$ cat src/rtl/muldiv_unit.sv
// muldiv_unit: iterative multiply/divide unit with architectural HI/LO registers.
// MULT/MULTU use shift-add and DIV/DIVU use restoring division, both over
// unsigned magnitudes with one iteration per clock. Signs are fixed up in a
// final FIX cycle. MTHI/MTLO write HI/LO directly from IDLE.
module muldiv_unit #(
  parameter int WIDTH = 32
) (
  input  logic             clk,
  input  logic             rst,
  input  logic             start,
  input  logic [2:0]       op,
  input  logic [WIDTH-1:0] x,
  input  logic [WIDTH-1:0] y,
  input  logic             flush,
  output logic             busy,
  output logic             done,
  output logic [WIDTH-1:0] hi,
  output logic [WIDTH-1:0] lo
);

  localparam int CNT_W = (WIDTH > 1) ? $clog2(WIDTH) : 1;

  typedef enum logic [1:0] {
    IDLE = 2'd0,
    CALC = 2'd1,
    FIX  = 2'd2
  } state_t;

  state_t             state_reg, state_next;
  logic [CNT_W-1:0]   cnt_reg, cnt_next;
  logic               is_div_reg, is_div_next;
  logic               neg_q_reg, neg_q_next;   // negate product / quotient
  logic               neg_r_reg, neg_r_next;   // negate remainder (dividend sign)
  logic               div0_reg, div0_next;     // divisor was zero
  logic [WIDTH-1:0]   x_reg, x_next;           // original dividend for y=0 case
  logic [WIDTH-1:0]   opd_reg, opd_next;       // multiplicand or divisor magnitude
  logic [WIDTH-1:0]   acc_reg, acc_next;       // product high half / partial remainder
  logic [WIDTH-1:0]   quo_reg, quo_next;       // multiplier / dividend, becomes lo half / quotient
  logic [WIDTH-1:0]   hi_reg, hi_next;
  logic [WIDTH-1:0]   lo_reg, lo_next;
  logic               done_reg, done_next;

  // Operand magnitudes for the signed ops; MULTU/DIVU pass raw operands.
  logic               op_signed;
  logic               sx, sy;
  logic [WIDTH-1:0]   ax, ay;

  assign op_signed = ~op[0];
  assign sx        = op_signed & x[WIDTH-1];
  assign sy        = op_signed & y[WIDTH-1];
  assign ax        = sx ? (~x + 1'b1) : x;
  assign ay        = sy ? (~y + 1'b1) : y;

  // One shift-add step: conditionally add, then shift {acc,quo} right.
  logic [WIDTH:0]     mul_sum;
  assign mul_sum = {1'b0, acc_reg} + (quo_reg[0] ? {1'b0, opd_reg} : {(WIDTH+1){1'b0}});

  // One restoring-division step: shift in next dividend bit, try to subtract.
  // When the subtraction succeeds the result fits in WIDTH bits, so the
  // modular low-half difference is exact.
  logic [WIDTH:0]     div_shift;
  logic               div_ge;
  logic [WIDTH-1:0]   div_diff;
  assign div_shift = {acc_reg, quo_reg[WIDTH-1]};
  assign div_ge    = div_shift >= {1'b0, opd_reg};
  assign div_diff  = div_shift[WIDTH-1:0] - opd_reg;

  // Sign-corrected results used in FIX.
  logic [2*WIDTH-1:0] prod_raw, prod_fix;
  logic [WIDTH-1:0]   quo_fix, rem_fix;
  assign prod_raw = {acc_reg, quo_reg};
  assign prod_fix = neg_q_reg ? (~prod_raw + 1'b1) : prod_raw;
  assign quo_fix  = neg_q_reg ? (~quo_reg + 1'b1) : quo_reg;
  assign rem_fix  = neg_r_reg ? (~acc_reg + 1'b1) : acc_reg;

  // Next-state and datapath control; every target defaults to hold.
  always_comb begin
    state_next  = state_reg;
    cnt_next    = cnt_reg;
    is_div_next = is_div_reg;
    neg_q_next  = neg_q_reg;
    neg_r_next  = neg_r_reg;
    div0_next   = div0_reg;
    x_next      = x_reg;
    opd_next    = opd_reg;
    acc_next    = acc_reg;
    quo_next    = quo_reg;
    hi_next     = hi_reg;
    lo_next     = lo_reg;
    done_next   = 1'b0;

    case (state_reg)
      IDLE: begin
        if (flush) begin
          state_next = IDLE;
        end else if (start) begin
          case (op)
            3'b000, 3'b001, 3'b010, 3'b011: begin
              state_next  = CALC;
              cnt_next    = '0;
              is_div_next = op[1];
              neg_q_next  = sx ^ sy;
              neg_r_next  = sx;
              div0_next   = (y == '0);
              x_next      = x;
              acc_next    = '0;
              if (op[1]) begin
                quo_next = ax;
                opd_next = ay;
              end else begin
                quo_next = ay;
                opd_next = ax;
              end
            end
            3'b100:  hi_next = x;
            3'b101:  lo_next = x;
            default: ;
          endcase
        end
      end

      CALC: begin
        if (flush) begin
          state_next = IDLE;
        end else begin
          if (is_div_reg) begin
            acc_next = div_ge ? div_diff : div_shift[WIDTH-1:0];
            quo_next = {quo_reg[WIDTH-2:0], div_ge};
          end else begin
            acc_next = mul_sum[WIDTH:1];
            quo_next = {mul_sum[0], quo_reg[WIDTH-1:1]};
          end
          cnt_next = cnt_reg + 1'b1;
          if (cnt_reg == CNT_W'(WIDTH - 1)) begin
            state_next = FIX;
          end
        end
      end

      FIX: begin
        state_next = IDLE;
        if (!flush) begin
          done_next = 1'b1;
          if (!is_div_reg) begin
            hi_next = prod_fix[2*WIDTH-1:WIDTH];
            lo_next = prod_fix[WIDTH-1:0];
          end else if (div0_reg) begin
            hi_next = x_reg;
            lo_next = '1;
          end else begin
            hi_next = rem_fix;
            lo_next = quo_fix;
          end
        end
      end

      default: state_next = IDLE;
    endcase
  end

  // State and datapath registers; reset clears everything at once.
  always_ff @(posedge clk or posedge rst) begin
    if (rst) begin
      state_reg  <= IDLE;
      cnt_reg    <= '0;
      is_div_reg <= 1'b0;
      neg_q_reg  <= 1'b0;
      neg_r_reg  <= 1'b0;
      div0_reg   <= 1'b0;
      x_reg      <= '0;
      opd_reg    <= '0;
      acc_reg    <= '0;
      quo_reg    <= '0;
      hi_reg     <= '0;
      lo_reg     <= '0;
      done_reg   <= 1'b0;
    end else begin
      state_reg  <= state_next;
      cnt_reg    <= cnt_next;
      is_div_reg <= is_div_next;
      neg_q_reg  <= neg_q_next;
      neg_r_reg  <= neg_r_next;
      div0_reg   <= div0_next;
      x_reg      <= x_next;
      opd_reg    <= opd_next;
      acc_reg    <= acc_next;
      quo_reg    <= quo_next;
      hi_reg     <= hi_next;
      lo_reg     <= lo_next;
      done_reg   <= done_next;
    end
  end

  assign busy = (state_reg != IDLE);
  assign done = done_reg;
  assign hi   = hi_reg;
  assign lo   = lo_reg;

endmodule

$ cat config.mk
export PLATFORM = sky130hd
export DESIGN_NAME = muldiv_unit
export DESIGN_NICKNAME = d
export VERILOG_FILES = /design/src/rtl/muldiv_unit.sv
export SDC_FILE = /design/constraint.sdc
export NUM_CORES = 1
export LEC_CHECK = 0
export CORE_MARGIN = 4
export CORE_UTILIZATION = 55
export CTS_CLUSTER_SIZE = 28
export DETAILED_ROUTE_END_ITERATION = 7
export PLACE_DENSITY = 0.73
export SLEW_MARGIN = 20
export SYNTH_ARGS = -nofsm -noshare
export SYNTH_HDL_FRONTEND = slang
export SYNTH_SLANG_ARGS = --single-unit
export TNS_END_PERCENT = 5
$ cat constraint.sdc
create_clock -name clk -period 6.9 [get_ports clk]
set_clock_uncertainty 0.15 [all_clocks]
set_input_delay 0.69 -clock clk [delete_from_list [all_inputs] [get_ports clk]]
set_output_delay 0.69 -clock clk [all_outputs]
set_load 0.005 [all_outputs]
# After elaboration in Yosys (flattened, before gate mapping)
# Index checks and enable logic that the tools add are counted.
classes:
  order_cmp: 1
  n_addsub: 8
  mux: 48
  n_bitwise: 10
  n_reduce_logical: 12
  n_eq_ne: 18
ops:
  columns: ["op", "count"]
  rows:
  - ["2-to-1 mux 32 bit", 30]
  - ["case mux 32 bit (2 select lines)", 4]
  - ["adder 32 x 1 -> 32 bit, second input constant", 4]
  - ["inverter 32 bit", 4]
  - ["adder 64 x 1 -> 64 bit, second input constant", 1]
  - ["2-to-1 mux 64 bit", 1]
  - ["inverter 64 bit", 1]
  - ["adder 32 x 32 -> 33 bit", 1]
  - ["greater-or-equal comparator 33 x 32 -> 1 bit", 1]
  - ["zero test 32 bit", 1]
  - ["subtractor 32 bit", 1]
  - ["2-to-1 mux 5 bit", 4]
  - ["AND reduction 5 bit", 3]
  - ["2-to-1 mux 2 bit", 5]
  - ["case mux 5 bit (2 select lines)", 1]
  - ["!= test 2 bit, second input constant", 4]
  - ["== test 3 x 2 -> 1 bit, second input constant", 2]
  - ["== test 3 bit, second input constant", 2]
  - ["!= test 2 x 1 -> 1 bit, second input constant", 3]
  - ["!= test 3 bit, second input constant", 2]
  - ["nonzero test 2 bit", 3]
  - ["adder 5 x 1 -> 5 bit, second input constant", 1]
  - ["== test 5 bit, second input constant", 1]
  - ["case mux 2 bit (2 select lines)", 1]
  - ["13 further kinds", 16]
totals:
  output_inout_bits: 66
  regBits: 204
  in_bits: 71
  word_cells: 110

# Longest topological paths before layout
# Gate-level depths: netlist of the first run.
depth:
  depth_word: 8
  ltp_mapped: 15
  ltp_nobuf: 14

# Worst setup path before layout of the first run
# Ideal clock, no wire load.
synth_path:
  path_type: "register -> register"
  from: "register quo_reg[0]"
  to: "register acc_reg[30]"
  required_ns: 6.612
  arrival_ns: 3.248
  period_less_slack_ns: 3.535
  path_stages_with_launch: 15
  slack_ns: 3.365
  setup_time_ns: 0.138
  n_path_buf: 2
  cell_sequence: "dfrtp_1 inv_1 clkbuf_1 nor2_1 ha_1 clkbuf_1 and4_1 a31o_2 o41ai_1 o21ai_0 a21oi_1 o21ai_0 a21oi_1 or4b_2 nand4_1"
synth_via:
  elab_chain_len: 5
synth_rtl:
  columns: ["item", "line", "rtl"]
  rows:
  - ["start: declaration", "38", "logic [WIDTH-1:0] quo_reg, quo_next;"]
  - ["start signal: assignment", "187", "quo_reg <= quo_next;"]
  - ["2-to-1 mux 32 bit", "56", "assign mul_sum = {1'b0, acc_reg} + (quo_reg[0] ? {1'b0, opd_reg} : {(WIDTH+1){1'b0}});"]
  - ["adder 32 x 32 -> 33 bit", "56", null]
  - ["2-to-1 mux 32 bit", "126", "if (is_div_reg) begin"]
  - ["2-to-1 mux 32 bit", "123", "if (flush) begin"]
  - ["case mux 32 bit (2 select lines)", "92", "case (state_reg)"]
  - ["end signal: assignment", "186", "acc_reg <= acc_next;"]
  - ["end: declaration", "37", "logic [WIDTH-1:0] acc_reg, acc_next;"]
# Every way passes these cells. The select of a mux whose other input is x is not followed.
# A chain may end at the register's enable or synchronous reset.

# Worst setup path after layout of the first run
# Ends and elaborated chain as after synthesis.

==> flow_metrics.tcl, run 1 <==
set metrics [dict create \
    synthAdderAreaFrac_pct 5.42 \
    grt_antenna_before_repair 0 \
    synthTopCellsByArea "dfrtp_1 (30%), nand2_1 (7.9%), o21ai_0 (7.7%)" \
    grt_pass1_wl_microns 95300 \
    clock_latency_ns 0.54 \
    synth_top_family_by_area "compound AO/OA/AOI/OAI gates" \
    routed_via_density 6.62 \
    mostFrequentLayoutCell "nand2_1" \
    numPortBuffers 136 \
    finalSetupViolCount 0 \
    worstSetupEndpointType "flip-flop" \
    syn_area_sq_um 16900 \
    most-common-layout-cells "nand2_1 (353), o21ai_0 (261), dfrtp_1 (203), a21oi_1 (183), nor2_1 (172)" \
    ff2ff_setup_slack_ns 2.12 \
    grt_setup_unrepaired "false" \
    netlist_instances 2235 \
    cts_hold_buffers 0 \
    p_leak_uw 0.00832 \
    register_area_sq_um 5110 \
    path_clk_slew_ns 0.06 \
    grt_pass1_vias 16300 \
    layout_setup_ws_ns 2.12 \
    rows 63 \
    crit_fanout 31 \
    synth-edff-count 0 \
    fp.dieH_microns 183 \
    period_minus_slack_ns 4.78 \
    status "finished clean" \
    arrival_ns 5.02 \
    drive_gt1_share_pct 4.73 \
    start_util_pct 56.5 \
    clock_path_buffers 3 \
    fillers 2723 \
    drv_slew 0 \
    startpoint_type "flip-flop" \
    place_area_sq_um 18400 \
    timing.max_cap.violations 0 \
    wl_microns 62600 \
    multiInputGateArea_sq_um 11000 \
    drt_iter0_drc 1932 \
    ys_warn_count 0 \
    post_drt_wl_per_cell_microns 23.4 \
    synth-seq-cells 204 \
    synth_flop_cell "dfrtp_1" \
    yosysTopAreaCell "dfrtp_1" \
    synth_cell_types 75 \
    hold_violations 0 \
    dr.pass1.iters 6 \
    tightest_slew_ns 1.12 \
    dr_total_vias 17700 \
    synth_compound_area_share_pct 26.5 \
    placedCellCount 2629 \
    hp-class "reg2reg" \
    cts.sinks 204 \
    critPathKind "reg2reg" \
    fin_cells 2672 \
    io_pins 137 \
    die_w_microns 183 \
    fin_hold_ws_ns 0.323 \
    synth_simple_gate_area_share_pct 21.0 \
    syn_nets 2378 \
    setup_tns_ns 0 \
    detail-route-antenna-nets 0 \
    post_cts_buffers 0 \
    post-place-ws_ns 2.34 \
    crit_required_ns 7.15 \
    area_delta_synth_final_pct 13.8 \
    htreeDepth 1 \
    max-vdd-ir-drop_mv 0.247 \
    grt_overflow 0 \
    dp_hpwl_microns 45100 \
    cts_root_buffer "clkbuf_16" \
    place.gp.congestion 0.991 \
    final_nets 2409 \
    synthXorXnorAreaFrac_pct 8.60 \
    gr-usage-all-layers_pct 35.8 \
    netlist.area_leader.share_pct 30.2 \
    max_freq_ghz 0.209 \
    synth_mux_area_share_pct 3.05 \
    ys_seq_area_share_pct 30.2 \
    p_per_area_nw_per_um2 437 \
    async_reset_ff_share_pct 100 \
    core_sq_um 30000 \
    grt_max_degree 107 \
    slew_headroom_pct 25.5 \
    drc_errors 0 \
    dieArea_sq_um 33600 \
    cts_buffers 24 \
    synth_area_per_cell_sq_um 7.57 \
    antennaDiodeCount 0 \
    fin_area_sq_um 19200 \
    finalCritPeriodShare_pct 69.2 \
    cts_resized 0 \
    cts_tree "done" \
]
-- critical path, stage by stage (launching register included) --
cell	delay (ns)
dfrtp_1	0.43
inv_1	0.82
nor2_1	0.09
ha_1	0.28
a211oi_1	0.26
nor2_1	0.14
a31o_2	0.28
o41ai_1	0.76
o21ai_0	0.42
a21oi_1	0.35
o21ai_0	0.19
a21oi_1	0.22
or4b_2	0.15
nand4_1	0.09
-- cell type report --
type	count	area share, %
multi-input cells	1804	57.0
inverters	65	1.31
flip-flops and latches	204	26.5
clock inverters	12	0.774
clock buffers	30	3.56
repair buffers	167	8.32
well taps	390	2.54
-- layer usage --
metal  track usage (%)  vias up  wire length (microns)
li1                  -     8027                      -
met1              49.5     8412                  24900
met2              55.7     1045                  28000
met3              5.91      204                   6320
met4              15.9        0                   3320
met5                 0        -                      0
-- path summary, 6_finish.rpt --
| check | to | cells past startpoint | startpoint |
|---|---|---|---|
| setup / recovery | acc_reg[30] | 13 | quo_reg[0] |
| hold / removal | x_reg[9] | 2 | x_reg[9] |
| setup reg to reg | acc_reg[30] | 13 | quo_reg[0] |
| hold reg to reg | x_reg[9] | 2 | x_reg[9] |
| max in group asynchronous | is_div_reg | 3 | rst |
| min in group asynchronous | x_reg[17] | 2 | rst |
-- through the flow --
| stage | util [%] | power, uW |
|---|---|---|
| 3_3_place_gp | 61.4 | 6780 |
| 6_report | 64.2 | 8410 |
| 5_1_grt | 64.2 | 8960 |
| 4_1_cts | 64.2 | 8260 |
| 3_5_place_dp | 61.4 | 6880 |
| 2_1_floorplan | - | 5430 |
-- Yosys cell counts, drive strengths merged (8+ instances only) --
cell type	instances
nand2	355
o21ai	266
dfrtp	204
a21oi	184
nor2	173
clkbuf	141
xnor2	88
xor2	78
ha	70
inv	64
nand3	54
mux2i	47
a21o	39
nor3	33
nand2b	31
o22ai	31
o211ai	28
o31ai	25
or4	24
or3	23
buf	21
nor2b	19
a211oi	18
a31oi	17
and3	17
o41ai	17
a221o	16
nand4	15
nor4	15
o2111ai	11
and2	9
o22a	9
a22o	8
a22oi	8
o21a	8
-- cells by family after synthesis --
logic type                 Yosys count
and+or+nand+nor                    783
buffers and inverters              227
AOI/OAI and AO/OA                  732
DFF                                204
xor gates and xnor gates           166
muxes                               51
adders and majority gates           72
-- where the power goes --
| group | leakage (uW) | switching (uW) | internal, uW | total [uW] |
|---|---|---|---|---|
| combinational | 0.00536 | 2840 | 1950 | 4790 |
| clock | 0.000401 | 556 | 813 | 1370 |
| sequential | 0.00256 | 611 | 1640 | 2250 |
(Power assumes the default switching activity.)
==> run 2: changes to the inputs <==
Clock period 6.9 ns to 4.5 ns, I/O delays scaled along.
==> run 2 against run 1 <==
  * Combinational power up 54%
  * Critical path depth unchanged
  * Sequential cell count unchanged
  * Via count up 0.67%
  * Sequential power up 54%
  * Critical path type unchanged
  * Worst hold slack worse by 0.18 ns
  * Clock-buffer cell count up 1
  * Highest routed layer unchanged
  * Largest cell class unchanged
==> flow_metrics.tcl, run 2 (synthesis results as in run 1) <==
set metrics [dict create \
    max-vdd-ir-drop_mv 0.477 \
    reg2reg_depth 13 \
    placedCellCount 2666 \
    cts_resized 0 \
    cts_tree "done" \
    wl_microns 63100 \
    slew_headroom_pct 29.3 \
    timing.max_cap.violations 0 \
    worstSetupEndpointType "flip-flop" \
    r2r_start "acc_reg[0]" \
    place_area_sq_um 18700 \
    dp_hpwl_microns 46600 \
    tightest_slew_ns 1.06 \
    switching_share_pct 47.4 \
    ff2ff_setup_slack_ns 0.42 \
    comb_power_share_pct 57.0 \
    clock_latency_ns 0.53 \
    p_clk_share_pct 16.2 \
    drv_slew 0 \
    core_sq_um 30000 \
    die_w_microns 183 \
    cts_root_buffer "clkbuf_16" \
    p_leak_uw 0.00851 \
    internal-power_uw 6810 \
    numPortBuffers 136 \
    arrival_ns 4.35 \
    drive_gt1_share_pct 6.20 \
    fp.dieH_microns 183 \
    critPathKind "reg2reg" \
    final_nets 2446 \
    r2r_end "acc_reg[29]" \
    detail-route-antenna-nets 0 \
    post_cts_buffers 0 \
    fin_area_sq_um 19500 \
    dieArea_sq_um 33600 \
    max_freq_ghz 0.245 \
    post_drt_wl_per_cell_microns 23.3 \
    setup_tns_ns 0 \
    dr.pass1.iters 6 \
    grt_overflow 0 \
    drt_iter0_drc 1870 \
    hp-class "in2async" \
    path_clk_slew_ns 0.06 \
    most-common-layout-cells "nand2_1 (353), o21ai_0 (261), dfrtp_1 (203), a21oi_1 (183), nor2_1 (172)" \
    grt_pass1_vias 16600 \
    htreeDepth 1 \
    rows 63 \
    routed_via_density 6.57 \
    gr-usage-all-layers_pct 36.5 \
    crit_required_ns 4.77 \
    finalCritPeriodShare_pct 90.6 \
    drc_errors 0 \
    grt_antenna_before_repair 0 \
    cts_hold_buffers 0 \
    p_per_area_nw_per_um2 662 \
    status "finished clean" \
    startpoint "acc_reg[0]" \
    seq_power_share_pct 26.9 \
    area_delta_synth_final_pct 15.5 \
    place.gp.congestion 0.982 \
    cts_buffers 25 \
    grt_pass1_wl_microns 96700 \
    dr_total_vias 17800 \
    switching_power_uw 6120 \
    startpoint_type "flip-flop" \
    fin_cells 2711 \
    io_pins 137 \
    hold_violations 0 \
    antennaDiodeCount 0 \
    crit_fanout 9 \
    finalSetupViolCount 0 \
    grt_setup_unrepaired "false" \
    period_minus_slack_ns 4.08 \
    start_util_pct 56.5 \
    mostFrequentLayoutCell "nand2_1" \
    clock_path_buffers 3 \
    grt_max_degree 107 \
    cts.sinks 204 \
]
-- run 2: cell count changes in the layout (fill, tap and decap cells not counted), moves of 2 or more --
cell	previous run	this run
buf_4	30	64
buf_12	1	3
clkbuf_1	1	3
clkinv_2	4	6
clkinvlp_4	4	2
inv_6	0	2
-- run 2: layout make-up --
| cell class | count | area, sq um |
|---|---|---|
| Sequential cell | 204 | 5110 |
| Fill cell | 2661 | 10400 |
| Inverter | 65 | 248 |
| Multi-Input combinational cell | 1804 | 11000 |
| Clock buffer | 31 | 678 |
| Tap cell | 390 | 488 |
| Timing Repair Buffer | 203 | 1900 |
| Clock inverter | 14 | 163 |
-- run 2: worst max-delay path, stage by stage, from the launching register on --
cell and delay, ns:
dfrtp_1 0.58, ha_1 0.28, inv_1 0.07, fa_1 0.37, nand2b_1 0.19, a21oi_1 0.28
o2111ai_1 0.22, a21oi_1 0.33, o21ai_1 0.19, o211ai_1 0.30, a31o_2 0.21, a21oi_1 0.06
or4_1 0.50, a32o_1 0.25
-- run 2: metrics by stage --
stage                     setup WS [ns]  util, %  hold WS, ns  total power (uW)
after floorplan                   0.965        -        0.290              8330
after global placement            0.515     62.4        0.302             10500
after detailed placement          0.471     62.4        0.313             10600
after CTS                         0.494     65.2        0.143             12800
after global routing              0.167     65.2        0.171             13800
final                             0.424     65.2        0.144             12900
-- run 2: worst max-delay path by stage --
| stage | depth (start not counted) | slack [ns] | end |
|---|---|---|---|
| floorplan | 14 | 0.96 | acc_reg[30] |
| global placement | 11 | 0.51 | opd_reg[27] |
| detailed placement | 11 | 0.47 | opd_reg[27] |
| CTS | 13 | 0.49 | acc_reg[29] |
| global route | 14 | 0.17 | acc_reg[30] |
| finish | 13 | 0.42 | acc_reg[29] |
-- run 2: routing by layer --
layer / up-vias / global-route usage, % / wire [microns]
met5: - / 0 / 0
met4: 0 / 14.8 / 3030
met3: 195 / 6.43 / 6280
met2: 983 / 57.6 / 28500
met1: 8508 / 49.8 / 25300
li1: 8121 / - / -
-- run 2: power by group through the flow --
stage	logic (uW)	registers, uW	clock network [uW]
2_1_floorplan	5330	3000	0
3_3_place_gp	7070	3430	0
3_5_place_dp	7180	3460	0
4_1_cts	7230	3430	2110
5_1_grt	8080	3540	2190
6_report	7370	3470	2090
